`src/rtl/ysyx_23060096_wbu_pkg.sv`:
```
// Shared types for the write-back unit: load size encodings and the queue entry layout.
// The entry layout is fixed at 5-bit register addresses and 32-bit data.
package ysyx_23060096_wbu_pkg;

  localparam int unsigned WBU_ADDR_W = 5;
  localparam int unsigned WBU_DATA_W = 32;

  typedef enum logic [1:0] {
    SIZE_B = 2'b00,
    SIZE_H = 2'b01,
    SIZE_W = 2'b10
  } lsu_size_e;

  typedef struct packed {
    logic [WBU_ADDR_W-1:0] rd;
    logic [WBU_DATA_W-1:0] data;
  } wbu_entry_t;

endpackage

```
`src/rtl/ysyx_23060096_load_ext.sv`:
```
// Load-data formatter: byte/half extracted from the low bits and sign- or zero-extended.
// Word size and size code 11 pass the data through unchanged.
module ysyx_23060096_load_ext
  import ysyx_23060096_wbu_pkg::*;
#(
  parameter int unsigned DATA_WIDTH = 32
) (
  input  logic [DATA_WIDTH-1:0] data_i,
  input  logic [1:0]            size_i,
  input  logic                  signed_i,
  output logic [DATA_WIDTH-1:0] data_o
);

  always_comb begin
    data_o = data_i;
    case (size_i)
      SIZE_B:  data_o = {{(DATA_WIDTH-8){signed_i & data_i[7]}}, data_i[7:0]};
      SIZE_H:  data_o = {{(DATA_WIDTH-16){signed_i & data_i[15]}}, data_i[15:0]};
      default: data_o = data_i;
    endcase
  end

endmodule

```
`src/rtl/ysyx_23060096_wbu.sv`:
```
// Write-back unit: in-order queue of EXU/LSU results draining one register write per cycle.
// Optional bypass lookup ports are enabled by defining YSYX_23060096_WBU_BYPASS_EN.
module ysyx_23060096_wbu
  import ysyx_23060096_wbu_pkg::*;
#(
  parameter int unsigned ADDR_WIDTH = 5,
  parameter int unsigned DATA_WIDTH = 32,
  parameter int unsigned DEPTH      = 4
) (
  input  logic                  clk,
  input  logic                  rst,
  input  logic                  exu_valid,
  output logic                  exu_ready,
  input  logic [ADDR_WIDTH-1:0] exu_rd,
  input  logic [DATA_WIDTH-1:0] exu_data,
  input  logic                  lsu_valid,
  output logic                  lsu_ready,
  input  logic [ADDR_WIDTH-1:0] lsu_rd,
  input  logic [DATA_WIDTH-1:0] lsu_data,
  input  logic [1:0]            lsu_size,
  input  logic                  lsu_signed,
  output logic                  rf_wen,
  output logic [ADDR_WIDTH-1:0] rf_waddr,
  output logic [DATA_WIDTH-1:0] rf_wdata,
`ifdef YSYX_23060096_WBU_BYPASS_EN
  input  logic [ADDR_WIDTH-1:0] byp_ra,
  input  logic [ADDR_WIDTH-1:0] byp_rb,
  output logic                  byp_hit_a,
  output logic                  byp_hit_b,
  output logic [DATA_WIDTH-1:0] byp_data_a,
  output logic [DATA_WIDTH-1:0] byp_data_b,
`endif
  output logic                  idle
);

  localparam int unsigned PW = $clog2(DEPTH);
  localparam int unsigned CW = $clog2(DEPTH + 1);

  logic [PW-1:0]         rd_ptr_q, rd_ptr_d, wr_ptr_q, wr_ptr_d, exu_slot;
  logic [CW-1:0]         count_q, count_d, free;
  logic                  lsu_push, exu_push, pop;
  logic [DATA_WIDTH-1:0] lsu_fmt;
  wbu_entry_t            mem_q [DEPTH];
  wbu_entry_t            head;

  ysyx_23060096_load_ext #(
    .DATA_WIDTH(DATA_WIDTH)
  ) u_load_ext (
    .data_i  (lsu_data),
    .size_i  (lsu_size),
    .signed_i(lsu_signed),
    .data_o  (lsu_fmt)
  );

  // Readiness uses registered free slots only; the pop this cycle is not credited.
  always_comb begin
    free      = CW'(DEPTH) - count_q;
    lsu_ready = (free >= CW'(1));
    exu_ready = (free >= (lsu_valid ? CW'(2) : CW'(1)));
    lsu_push  = lsu_valid & lsu_ready & (lsu_rd != '0);
    exu_push  = exu_valid & exu_ready & (exu_rd != '0);
    pop       = (count_q != '0);
    exu_slot  = wr_ptr_q + PW'(lsu_push);
    wr_ptr_d  = wr_ptr_q + PW'(lsu_push) + PW'(exu_push);
    rd_ptr_d  = rd_ptr_q + PW'(pop);
    count_d   = count_q + CW'(lsu_push) + CW'(exu_push) - CW'(pop);
  end

  always_ff @(posedge clk or posedge rst) begin
    if (rst) begin
      rd_ptr_q <= '0;
      wr_ptr_q <= '0;
      count_q  <= '0;
    end else begin
      rd_ptr_q <= rd_ptr_d;
      wr_ptr_q <= wr_ptr_d;
      count_q  <= count_d;
    end
  end

  always_ff @(posedge clk) begin
    if (lsu_push) mem_q[wr_ptr_q] <= '{rd: lsu_rd, data: lsu_fmt};
    if (exu_push) mem_q[exu_slot] <= '{rd: exu_rd, data: exu_data};
  end

  always_comb begin
    head     = mem_q[rd_ptr_q];
    rf_wen   = pop;
    rf_waddr = pop ? head.rd : '0;
    rf_wdata = pop ? head.data : '0;
    idle     = ~pop;
  end

`ifdef YSYX_23060096_WBU_BYPASS_EN
  logic [PW-1:0] byp_idx;

  // Scan oldest to youngest so the youngest match is the one left standing.
  always_comb begin
    byp_hit_a  = 1'b0;
    byp_hit_b  = 1'b0;
    byp_data_a = '0;
    byp_data_b = '0;
    byp_idx    = rd_ptr_q;
    for (int unsigned i = 0; i < DEPTH; i++) begin
      byp_idx = rd_ptr_q + PW'(i);
      if (CW'(i) < count_q) begin
        if ((byp_ra != '0) && (mem_q[byp_idx].rd == byp_ra)) begin
          byp_hit_a  = 1'b1;
          byp_data_a = mem_q[byp_idx].data;
        end
        if ((byp_rb != '0) && (mem_q[byp_idx].rd == byp_rb)) begin
          byp_hit_b  = 1'b1;
          byp_data_b = mem_q[byp_idx].data;
        end
      end
    end
  end
`endif

endmodule

```
`config.mk`:
```
export PLATFORM = sky130hd
export DESIGN_NAME = ysyx_23060096_wbu
export DESIGN_NICKNAME = d
export VERILOG_FILES = /design/src/rtl/ysyx_23060096_wbu_pkg.sv /design/src/rtl/ysyx_23060096_load_ext.sv /design/src/rtl/ysyx_23060096_wbu.sv
export SDC_FILE = /design/constraint.sdc
export NUM_CORES = 1
export LEC_CHECK = 0
export BUFFER_PORTS_ARGS = -buffer_cell sky130_fd_sc_hd__buf_4
export CORE_MARGIN = 8
export CORE_UTILIZATION = 30
export DETAILED_ROUTE_END_ITERATION = 8
export GPL_TIMING_DRIVEN = 0
export HOLD_SLACK_MARGIN = 0.12
export PLACE_DENSITY = 0.52
export REMOVE_ABC_BUFFERS = 1
export SLEW_MARGIN = 20
export SYNTH_ARGS = -nofsm -noshare
export SYNTH_HDL_FRONTEND = slang
export SYNTH_SLANG_ARGS = --single-unit
```
`constraint.sdc`:
```
create_clock -name clk -period 5.75 [get_ports clk]
set_input_delay 0.2875 -clock clk [delete_from_list [all_inputs] [get_ports clk]]
set_output_delay 0.2875 -clock clk [all_outputs]
set_load 0.01 [all_outputs]
```
==> impl_metrics.yaml <==
pwr:
  seqPwrFrac: 0.343
  p_int_uw: 4240
  p_switching_uw: 2220
  p_total_uw: 6460
  power_frac_clock: 0.161
  irDropWorstVdd_mv: 0.715
  leakagePower_uw: 0.00405
  sw_frac_of_total: 0.344
  powerDensity_mw_per_mm2: 612
  comb_power_share: 0.496
global_route:
  grt_pass1_wl_um: 33800
  globalRouteOverflowTotal: 0
  grt_pass1_vias: 5690
  grt_usage: 0.137
  antenna_found_initial: 1
  grt_max_degree: 39
yosys:
  seq_area_frac_synth: 0.554
  synth_most_common_cell: "edfxtp_1"
  netlist_area_sq_mm: 0.00833
  synth-main-ff-cell: "edfxtp_1"
  ys_types: 37
  synth-edff-count: 148
  synth_seq_cells: 155
  syn_area_per_cell_sq_um: 16.8
  synth_top_area_cell: "edfxtp_1"
  synth_area_leaders: "edfxtp_1 (53%), mux2_2 (15%), mux4_2 (10%)"
  synthArstFlopShare: 0.0452
  synth.top_cell.area_share: 0.533
  syn_inst: 495
  yosys-top-cells-count: "edfxtp_1 (148), mux2_2 (109), mux2_4 (38), and2_1 (37), mux4_2 (37)"
  ys_warn_count: 0
place:
  routabilityCongestion: 0.699
  place_hpwl_um: 15400
  placed_cells: 994
  portBuffers: 121
  dp_slack_ps: 1200
clock_tree:
  cts_buffer_depth: 2
  clkSinkCount: 155
  root_buffer: "clkbuf_16"
  cts_buffers: 17
  ctsResizeCount: 0
  htreeDepth: 4
  clkTransAtPathRegs_ps: 70
  cts_tree: "built"
  worstSkewPairLatency_ps: 420
detailed_routing:
  post-route-drc-count: 0
  wl_per_cell_um: 21.6
  first_iter_violations: 241
  firstDrtPassIters: 6
  final_antenna_net_count: 0
  routed-via-count: 4891
  totalWireLength_um: 22200
  vias_per_cell: 4.76
floorplanning:
  core_sq_mm: 0.0276
  start_util: 0.302
  die_area_sq_mm: 0.0334
  row_count: 61
  die_x_um: 183
  ios: 122
  die_y_um: 183
worst_setup_path:
  crit_chain: "inv_1 > ha_1 > ha_1 > or4b_2 > o211ai_1 > inv_1 > ha_1 > xnor2_2 > nand4b_1 > o31ai_4 > buf_8 > buf_6 > buf_8"
  critPathMaxStageDelay_ps: 720
  critPathKind: "reg2reg"
  worstPathRequired_ps: 5880
  start_kind: "flip-flop"
  r2r_cells: 13
  arrival_ps: 4710
  cp_max_fo: 9
  path_common_cell: "ha_1"
  end_kind: "flip-flop"
  cpMaxStageDelayCell: "nand4b_1"
layout:
  ff_latch_area_sq_mm: 0.00463
  syn_to_final_growth_pct: 26.7
  drive_gt1_frac: 0.592
  fin_nets: 728
  multiInputGateArea_sq_mm: 0.00353
  fin_cells: 1027
  num_antenna_cells: 0
  num-fill-cells: 2608
  fin_util: 0.383
sta:
  fin_crit_sh: 0.796
  hold_viol_final: 0
  fin_ws_ps: 1180
  clock-skew-final_ps: 11.2
  rsz0062_at_grt: "false"
  fin_crit_ps: 4570
  fmax_ghz: 0.219
  drv_slew: 0
  maxSlewHeadroom: 0.437
  worst_pin_slew_ps: 845
  setup_viol: 0
hold_path:
  hold_depth: 2
  hp-class: "in2reg"
run:
  drv_cap: 0
outcome:
  status: "completed"
## path summary, 6_finish.rpt
| check | from | endpoint | slack [ps] |
|---|---|---|---|
| worst min register to register | count_q[2] | count_q[2] | 600 |
| max in group asynchronous | rst | rd_ptr_q[0] | 5120 |
| worst max-delay path | count_q[0] | mem_q[0][21] | 1180 |
| worst max register to register | count_q[0] | mem_q[0][21] | 1180 |
| min in group asynchronous | rst | count_q[2] | 360 |
| worst min-delay path | exu_data[28] | mem_q[3][28] | 190 |
## layer usage
| metal | wire length [um] | vias to the layer above | global-route usage | share of wire |
|---|---|---|---|---|
| met5 | 13 | - | 0 | 0.00059 |
| met4 | 238 | 2 | 0.0367 | 0.011 |
| met3 | 1050 | 19 | 0.0368 | 0.047 |
| met2 | 11600 | 113 | 0.243 | 0.52 |
| met1 | 9320 | 2532 | 0.160 | 0.42 |
| li1 | - | 2225 | - | - |
## power groups by stage
stage / logic [uW] / clock network [uW] / registers (uW)
2_1_floorplan: 1830 / 0 / 2210
3_3_place_gp: 2940 / 0 / 2380
3_5_place_dp: 3290 / 0 / 2250
4_1_cts: 3300 / 1070 / 2230
5_1_grt: 3460 / 1110 / 2270
6_report: 3210 / 1040 / 2210
## worst max-delay path: cells and delay by family (launching register included)
family                   cells  cell delay [ps]
AO/OA/AOI/OAI                2              700
XOR/XNOR                     1              320
adder cells (fa/ha/maj)      3              740
buffers and inverters        5              800
flip-flops                   1              380
AND/OR/NAND/NOR              2             1330
## sequential cells by signal, indices dropped and copies added (netlist names)
signal	count
mem_q	148
count_q	3
rd_ptr_q	2
wr_ptr_q	2
## final cells by class
class / count / area share
sequential: 155 / 0.438
inverter: 14 / 0.00498
tap: 378 / 0.0448
clock inverter: 15 / 0.0111
multi-input combinational: 294 / 0.334
timing repair buffer: 154 / 0.126
clock buffer: 17 / 0.0403
## logic make-up after synthesis
kind of cell / share of synthesized area
compound gates: 0.0273
buf+inv: 0.0300
xor+xnor: 0.00616
fa+ha+maj: 0.0183
flops: 0.554
mux: 0.318
simple gates: 0.0456
## layout by cell type, fill, tap and decap left out, types with 3 or more instances in the layout
master / n
a21o_1: 16
and2_1: 37
buf_12: 4
buf_16: 3
buf_2: 5
buf_4: 126
buf_6: 9
buf_8: 6
clkbuf_16: 17
clkinv_2: 3
clkinvlp_4: 4
dfrtp_1: 5
edfxtp_1: 148
ha_1: 9
inv_1: 13
inv_6: 5
mux2_2: 109
mux2_4: 38
mux4_2: 37
nand2_1: 10
o21ai_0: 8
xnor2_1: 3
## timing repair
item,in CTS,in global routing
endpoints found under the hold margin,7,0
setup buffers,0,0
endpoints found under the setup margin,0,0
hold buffers,1,0
## metrics by stage
step                cell area (sq um)  hold slack, ps  TNS, ps
floorplan                        8140            90.9  -208340
global placement                 9520             244  -947570
detailed placement              10000             265        0
CTS                             10600             160        0
global route                    10600             170        0
finish                          10600             189        0
No activity file was read; power rests on OpenSTA's default activity.
